## src/rtl/multi_event_handshake_tx.sv

```systemverilog
// Source side of a multi-channel event crossing. Each channel counts
// single-cycle event pulses and the queued events are drained one at a time,
// round robin, over a 4-phase req/ack handshake to a foreign clock domain.

// Pending-event counter for one channel.
// It saturates at its maximum value and flags any event dropped at saturation.
module multi_event_handshake_tx_ch #(
    parameter int CNT_W = 3
) (
    input  logic clk,
    input  logic rst_n,
    input  logic inc,
    input  logic dec,
    output logic nz,
    output logic ovf
);

    localparam logic [CNT_W-1:0] CNT_MAX = {CNT_W{1'b1}};

    logic [CNT_W-1:0] cnt;

    // Count update. inc and dec in the same cycle cancel out. The arbiter
    // only grants a channel with a non-zero count, so dec never underflows.
    always_ff @(posedge clk or negedge rst_n) begin
        if (!rst_n) begin
            cnt <= '0;
            nz  <= 1'b0;
            ovf <= 1'b0;
        end else begin
            ovf <= 1'b0;
            if (inc && !dec) begin
                if (cnt != CNT_MAX) begin
                    cnt <= cnt + CNT_W'(1);
                    nz  <= 1'b1;
                end else begin
                    ovf <= 1'b1;
                end
            end else if (dec && !inc) begin
                cnt <= cnt - CNT_W'(1);
                nz  <= (cnt != CNT_W'(1));
            end
        end
    end

endmodule

module multi_event_handshake_tx #(
    parameter  int NUM_CH      = 4,
    parameter  int CNT_W       = 3,
    parameter  int SYNC_STAGES = 2,
    localparam int CH_W        = (NUM_CH > 1) ? $clog2(NUM_CH) : 1
) (
    input  logic              clk,
    input  logic              rst_n,
    input  logic [NUM_CH-1:0] ev_in,
    output logic              req,
    output logic [CH_W-1:0]   ch_id,
    input  logic              ack,
    output logic [NUM_CH-1:0] pend_nz,
    output logic [NUM_CH-1:0] ovf,
    output logic              busy
);

    typedef enum logic [1:0] {
        IDLE    = 2'd0,
        REQ     = 2'd1,
        RELEASE = 2'd2
    } state_t;

    state_t                 state, state_nxt;
    logic [SYNC_STAGES-1:0] sync_q;
    logic                   ack_s;
    logic [CH_W-1:0]        rr_ptr;
    logic                   grant_vld;
    logic [CH_W-1:0]        grant_ch;
    logic                   do_grant;
    logic                   do_release;

    // Ack resynchroniser. Only the last stage is used by the FSM.
    always_ff @(posedge clk or negedge rst_n) begin
        if (!rst_n) sync_q <= '0;
        else        sync_q <= {sync_q[SYNC_STAGES-2:0], ack};
    end

    assign ack_s = sync_q[SYNC_STAGES-1];

    // Per-channel counters. pend_nz is the registered non-zero flag, so the
    // arbiter can search it directly.
    for (genvar i = 0; i < NUM_CH; i++) begin : g_ch
        multi_event_handshake_tx_ch #(.CNT_W(CNT_W)) u_ch (
            .clk   (clk),
            .rst_n (rst_n),
            .inc   (ev_in[i]),
            .dec   (do_grant && (grant_ch == CH_W'(i))),
            .nz    (pend_nz[i]),
            .ovf   (ovf[i])
        );
    end

    // Round-robin search. Find the first pending channel at or after rr_ptr,
    // wrapping past the last channel.
    always_comb begin
        int              idx_i;
        logic [CH_W-1:0] idx;
        grant_vld = 1'b0;
        grant_ch  = '0;
        idx_i     = 0;
        idx       = '0;
        for (int k = 0; k < NUM_CH; k++) begin
            idx_i = (int'(rr_ptr) + k) % NUM_CH;
            idx   = CH_W'(idx_i);
            if (!grant_vld && pend_nz[idx]) begin
                grant_vld = 1'b1;
                grant_ch  = idx;
            end
        end
    end

    // FSM state register.
    always_ff @(posedge clk or negedge rst_n) begin
        if (!rst_n) state <= IDLE;
        else        state <= state_nxt;
    end

    // FSM next state. A stuck-high ack_s in IDLE blocks new grants.
    always_comb begin
        state_nxt = state;
        unique case (state)
            IDLE:    if (grant_vld && !ack_s) state_nxt = REQ;
            REQ:     if (ack_s)               state_nxt = RELEASE;
            RELEASE: if (!ack_s)              state_nxt = IDLE;
            default:                          state_nxt = IDLE;
        endcase
    end

    // FSM outputs.
    always_comb begin
        busy       = (state != IDLE);
        do_grant   = (state == IDLE) && !ack_s && grant_vld;
        do_release = (state == REQ) && ack_s;
    end

    // Handshake registers. ch_id only changes on a grant, so it is stable
    // for the whole time req is high and it keeps its value afterwards.
    always_ff @(posedge clk or negedge rst_n) begin
        if (!rst_n) begin
            req    <= 1'b0;
            ch_id  <= '0;
            rr_ptr <= '0;
        end else if (do_grant) begin
            req    <= 1'b1;
            ch_id  <= grant_ch;
            rr_ptr <= (grant_ch == CH_W'(NUM_CH - 1)) ? '0 : grant_ch + 1'b1;
        end else if (do_release) begin
            req    <= 1'b0;
        end
    end

endmodule

```

## config.mk

```make
export PLATFORM = sky130hd
export DESIGN_NAME = multi_event_handshake_tx
export DESIGN_NICKNAME = d
export VERILOG_FILES = /design/src/rtl/multi_event_handshake_tx.sv
export SDC_FILE = /design/constraint.sdc
export NUM_CORES = 1
export LEC_CHECK = 0
export ABC_AREA = 1
export CORE_ASPECT_RATIO = 0.9
export CORE_MARGIN = 2
export CORE_UTILIZATION = 55
export DETAILED_ROUTE_END_ITERATION = 16
export PLACE_DENSITY = 0.77
export SLEW_MARGIN = 20
export SYNTH_ARGS = -nofsm -noshare
export SYNTH_HDL_FRONTEND = slang
export SYNTH_SLANG_ARGS = --single-unit
```

## constraint.sdc

```tcl
create_clock -name clk -period 6 [get_ports clk]
set_input_delay 1.2 -clock clk [delete_from_list [all_inputs] [get_ports clk]]
set_output_delay 1.2 -clock clk [all_outputs]
set_load 0.005 [all_outputs]
```

==> flow_summary.yaml, run 1 <==
sta:
  tightest_slew_ns: 0.383
  slew_violations: 0
  rsz0062_at_grt: "no"
  skew_ns: 0.00577
  finalCritPeriodShare_pct: 44.5
  fmax_mhz: 374
  setup_viol: 0
  setup_tns_ns: 0
  finalHoldViolCount: 0
  fin_crit_ns: 2.67
  slew-limit-headroom_pct: 74.4
yosys:
  synth-xor-area-share_pct: 1.64
  synthesis.area_sq_um: 2130
  postSynthCellCount: 253
  muxShareOfSynthArea_pct: 0
  ys_warn_count: 0
  synthTopCellsByArea: "dfrtp_1 34%, nand2_1 14%, ha_1 12%, nand3_4 7.4%, nand3_1 7.0%"
  synth_seq_area_share_pct: 34.0
  synthAdderAreaFrac_pct: 11.7
  synth_top_family_by_area: "simple AND/OR/NAND/NOR gates"
  synth_fp_nets: 280
  synth_compound_area_share_pct: 2.23
  yosysUniqueCellTypes: 26
  synth.largest_area_cell: "dfrtp_1"
  ys_ff_latch: 29
  synth-simple-area-share_pct: 40.0
  syn_avg_cell_area_sq_um: 8.43
  synth_top_area_share_pct: 34.0
setup_path:
  cp.arrival_ns: 1.47
  crit_required_ns: 4.80
  cp_slowest_cell: "clkdlybuf4s50_1"
  end_kind: "output port"
  timing.critical_path.fanout_max: 4
  critPathKind: "flip-flop to output port"
  startpoint: "state[1]"
  max_stage_delay_ns: 0.46
  cp-start-kind: "flip-flop"
  crit_path_cell_trace: "or2_2 > clkdlybuf4s50_1"
  r2r_start: "rr_ptr[0]"
layout:
  design_area_sq_um: 2430
  nFillCells: 311
  diodes: 0
  syn2layout_area_growth_pct: 13.8
  layout-drive-gt1-share_pct: 16.6
  layout.nets: 297
clock_network:
  cts_setup_buffers: 0
  cts_hold_buf: 0
  root_buffer: "clkbuf_8"
  cts_sinks: 29
  clkSlewWorstSetupHoldPaths_ns: 0.07
  cts_made_buffers: 5
  cts_max_level: 2
  clk_path_buf_depth: 2
  cts_resized: 0
  insertion_delay_ns: 0.28
  tritoncts: "yes"
power:
  p_per_area_nw_per_um2: 608
  peakVddDrop_mv: 0.294
  p_leak_uw: 0.00130
global_routing:
  grt_pass1_wl_um: 6420
  grt.total_usage_pct: 18.4
  antenna_found_initial: 0
  grt_max_degree: 30
  grt-ovfl-total: 0
  grt_pass1_vias: 1492
place:
  place_area_sq_um: 2310
  place.gp.congestion: 0.913
  dp_hpwl_um: 2730
  io_buffers: 18
routing:
  first_pass_iters: 4
  drcViolationCount: 0
  vias_per_cell: 5.02
  drt_iter0_drc: 104
  wire_per_inst_um: 11.4
  routed_wl_um: 3630
  detail-route-antenna-nets: 0
  vias: 1590
floorplanning:
  die_w_um: 69.7
  start_util_pct: 57.2
  dieArea_sq_um: 4390
  core_region_area_sq_um: 3730
  rows: 21
  die_y_um: 63.1
  ios: 19
worst_hold_path:
  min_path_type: "flip-flop to flip-flop"
  hp-start: "sync_q[0]"
flow_run:
  max_cap_violations: 0
outcome:
  outcome: "complete, no violations"
[layout by cell type (no fill, tap or decap), types with 2 or more instances in the layout]
cell,instances
o21ai_0,4
nand4_1,2
inv_1,33
nand3_2,4
clkbuf_8,6
inv_8,2
nand3_1,30
clkdlybuf4s50_1,18
nand2_2,9
nand3_4,9
nand2_1,77
dfrtp_1,29
ha_1,20
nor2_1,4
nand2_4,7
xor2_1,4
[final timing paths]
check                                 endpoint  slack, ns  cells after the start
min in group asynchronous  g_ch[3].u_ch.cnt[1]       1.30                      2
setup / recovery                          busy       3.33                      2
setup reg to reg               g_ch[3].u_ch.nz       3.61                     16
hold reg to reg                      sync_q[1]       0.35                      0
max in group asynchronous      g_ch[1].u_ch.nz       4.42                      2
hold / removal                       sync_q[1]       0.35                      0
[registers in the layout, indices dropped and copies added, names as in the netlist]
register and cells:
ch_id 2, g_ch.u_ch.cnt 12, g_ch.u_ch.nz 4, g_ch.u_ch.ovf 4, req 1, rr_ptr 2
state 2, sync_q 2
[critical path: cells and delay by family (launching register included)]
kind / cells / cell delay [ns]
flip-flops: 1 / 0.41
AND/OR/NAND/NOR: 1 / 0.33
buffers and inverters: 1 / 0.46
[synthesized netlist by cell type, drive strengths merged]
cell    instances
nand2          93
nand3          43
inv            36
dfrtp          29
ha             20
buf             9
nor2            6
o21ai           4
xor2            4
nand4           2
a21oi           1
and2            1
nor3b           1
o211ai          1
o21a            1
o31ai           1
or2             1
[per-stage QoR]
stage               utilization, %  worst slack, ns  hold WS [ns]  cells  power, uW
finish                        65.1             3.33         0.351    317       1480
global route                  65.1             3.28         0.368    317       1630
CTS                           65.1             3.32         0.354    317       1490
detailed placement            61.8             3.62         0.339    309       1270
global placement              61.8             3.63         0.335    309       1250
floorplan                        -             3.88         0.331    253       1090
[area by class of cell]
| cell class | instances | area (sq um) | area share, % |
|---|---|---|---|
| Inverter | 36 | 150 | 6.19 |
| Multi-Input combinational cell | 179 | 1190 | 48.9 |
| Timing Repair Buffer | 19 | 188 | 7.73 |
| Tap cell | 46 | 57.6 | 2.37 |
| Clock buffer | 6 | 82.6 | 3.40 |
| Sequential cell | 29 | 726 | 29.9 |
| Clock inverter | 2 | 37.5 | 1.55 |
[cell families (layout without fill, tap and decap cells)]
kind of cell	count (synthesis)	in the layout
buffers and inverters	45	63
AND/OR/NAND/NOR	147	147
AO/OA/AOI/OAI	8	8
XOR/XNOR	4	4
flip-flops	29	29
adder cells (fa/ha/maj)	20	20
[metal layers]
layer  vias up  GRT usage [%]  part of all wire (%)
li1        825              -                     -
met1       735           24.5                    51
met2        26           29.3                    45
met3         4           4.80                   3.1
met4         0           6.25                  0.88
met5         -              0                     0
[report_power, final]
group          switching, uW  total, uW  leakage, uW  internal, uW
clock network           78.7        214    0.0000574           135
registers               84.8        363     0.000353           278
logic                    538        899     0.000886           361
No activity file was read; power rests on OpenSTA's default activity.
==> run 2: changes to the inputs <==
--- a/config.mk
+++ b/config.mk
@@ -8,9 +8,9 @@
 export ABC_AREA = 1
 export CORE_ASPECT_RATIO = 0.9
 export CORE_MARGIN = 2
-export CORE_UTILIZATION = 55
+export CORE_UTILIZATION = 52
 export DETAILED_ROUTE_END_ITERATION = 16
-export PLACE_DENSITY = 0.77
+export PLACE_DENSITY = 0.76
 export SLEW_MARGIN = 20
 export SYNTH_ARGS = -nofsm -noshare
 export SYNTH_HDL_FRONTEND = slang
==> constraint.sdc (replaced) <==
create_clock -name clk -period 2.45 [get_ports clk]
set_input_delay 0.49 -clock clk [delete_from_list [all_inputs] [get_ports clk]]
set_output_delay 0.49 -clock clk [all_outputs]
set_load 0.005 [all_outputs]
==> flow_summary.yaml, run 2 (synthesized netlist as in run 1, its figures left out) <==
outcome:
  outcome: "complete, no violations"
setup_path:
  cp-start-kind: "flip-flop"
  reg2reg_depth: 15
  cp.arrival_ns: 2.51
  timing.critical_path.fanout_max: 8
  crit_required_ns: 2.63
  end_kind: "flip-flop"
  critPathKind: "flip-flop to flip-flop"
layout:
  top_register: "g_ch.u_ch.cnt"
  design_area_sq_um: 2490
  layout-drive-gt1-share_pct: 21.5
  syn2layout_area_growth_pct: 17.0
  layout.nets: 301
  layout_commonest_cell: "nand2_1"
  layout.cells.non_filler: 323
  reg_top3: "g_ch.u_ch.cnt (12), g_ch.u_ch.nz (4), g_ch.u_ch.ovf (4)"
  largest_reg_flops: 12
  diodes: 0
  layout_common_cells: "74 x nand2_1, 31 x inv_1, 29 x nand3_1, 28 x dfrtp_1, 18 x clkdlybuf4s50_1"
routing:
  vias: 1617
  routed_wl_um: 3780
  wire_per_inst_um: 11.7
  detail-route-antenna-nets: 0
  drcViolationCount: 0
  drt_iter0_drc: 113
  vias_per_cell: 5.01
  first_pass_iters: 4
sta:
  fin_crit_ns: 2.33
  fmax_mhz: 430
  skew_ns: 0.00456
  finalHoldViolCount: 0
  finalCritPeriodShare_pct: 95.0
  setup_viol: 0
  slew_violations: 0
  slew-limit-headroom_pct: 74.9
  tightest_slew_ns: 0.377
  holdWs_ns: 0.357
global_routing:
  grt-ovfl-total: 0
  grt_max_degree: 30
  grt_pass1_wl_um: 6510
  grt_pass1_vias: 1454
  antenna_found_initial: 0
  grt.total_usage_pct: 18.3
power:
  p_sw_uw: 1880
  p_clk_share_pct: 10.2
  p_int_uw: 1990
  p_per_area_nw_per_um2: 1550
  switching_share_pct: 48.6
  peakVddDrop_mv: 0.687
  seqPwrFrac_pct: 23.1
  p_leak_uw: 0.00130
  comb_power_share_pct: 66.7
place:
  place.gp.congestion: 0.833
  dp_hpwl_um: 2700
  dp.cells: 312
  place_area_sq_um: 2320
  io_buffers: 18
worst_hold_path:
  hold_depth: 0
  min_path_type: "flip-flop to flip-flop"
clock_network:
  insertion_delay_ns: 0.29
  clk_path_buf_depth: 2
  cts_sinks: 29
  root_buffer: "clkbuf_8"
  cts_made_buffers: 5
  cts_max_level: 2
  tritoncts: "yes"
  clkSlewWorstSetupHoldPaths_ns: 0.07
  cts_hold_buf: 0
floorplanning:
  ios: 19
  start_util_pct: 53.1
  core_region_area_sq_um: 4020
  die_y_um: 64.8
  dieArea_sq_um: 4630
  die_w_um: 71.5
  rows: 22
flow_run:
  max_cap_violations: 0
==> run 2: path summary, 6_finish.rpt <==
path | from | endpoint | slack, ns
worst max-delay path | rr_ptr[0] | g_ch[2].u_ch.cnt[0] | 0.12
worst min-delay path | sync_q[0] | sync_q[1] | 0.36
worst max register to register | rr_ptr[0] | g_ch[2].u_ch.cnt[0] | 0.12
worst min register to register | sync_q[0] | sync_q[1] | 0.36
max in group asynchronous | rst_n | rr_ptr[0] | 1.56
min in group asynchronous | rst_n | g_ch[1].u_ch.cnt[1] | 0.58
==> run 2: final cells by class <==
class | instances | area [sq um]
repair buffers | 23 | 230
inverters | 36 | 150
multi-input cells | 179 | 1240
fillers | 339 | 1520
clock buffers | 5 | 68.8
well taps | 48 | 60.1
flip-flops and latches | 29 | 727
clock inverters | 3 | 17.5
==> run 2: through the flow <==
stage	utilization (%)	setup TNS, ns	setup slack (ns)	power [uW]
2_1_floorplan	-	0	0.331	2670
3_3_place_gp	57.7	0	0.0480	3060
3_5_place_dp	57.7	0	0.00668	3090
4_1_cts	59.8	0	0.0428	3510
5_1_grt	62.1	-0.105	-0.0259	4270
6_report	62.1	0	0.123	3860
==> run 2: worst max-delay path, cell delays in order (launching register included) <==
cell      delay, ns
dfrtp_2        0.49
inv_8          0.11
nand2_2        0.06
nand3_1        0.11
nand2_2        0.11
nor2_8         0.12
nand2_2        0.08
o211ai_1       0.26
nand2_1        0.16
inv_2          0.13
ha_4           0.18
nand3_4        0.10
nand3_4        0.14
nand2_4        0.06
nand2_1        0.06
nand2_1        0.05
==> run 2: routing by layer <==
| metal | global-route usage, % | part of all wire [%] | vias to the layer above |
|---|---|---|---|
| met1 | 24.4 | 46 | 747 |
| met5 | 0 | 0 | - |
| met3 | 6.22 | 4.7 | 9 |
| met4 | 6.13 | 1.7 | 0 |
| met2 | 27.9 | 47 | 30 |
| li1 | - | - | 831 |
==> run 2: what timing repair did <==
action / CTS / global route
gates resized for setup: 1 / 13
endpoints found under the setup margin: 5 / 14
buffers inserted: 0 / 3
pin swaps: 0 / 7
==> run 2: power by group through the flow <==
stage | logic [uW] | registers [uW] | clock network, uW
2_1_floorplan | 1840 | 829 | 0
3_3_place_gp | 2170 | 895 | 0
3_5_place_dp | 2200 | 895 | 0
4_1_cts | 2210 | 893 | 403
5_1_grt | 2910 | 925 | 435
6_report | 2580 | 894 | 393
==> run 3: changes to the inputs <==
--- a/config.mk
+++ b/config.mk
@@ -15,3 +15,4 @@
 export SYNTH_ARGS = -nofsm -noshare
 export SYNTH_HDL_FRONTEND = slang
 export SYNTH_SLANG_ARGS = --single-unit
+export TNS_END_PERCENT = 5
==> results of run 3 <==
Final layout, timing and power as in run 2 (identical DEF).
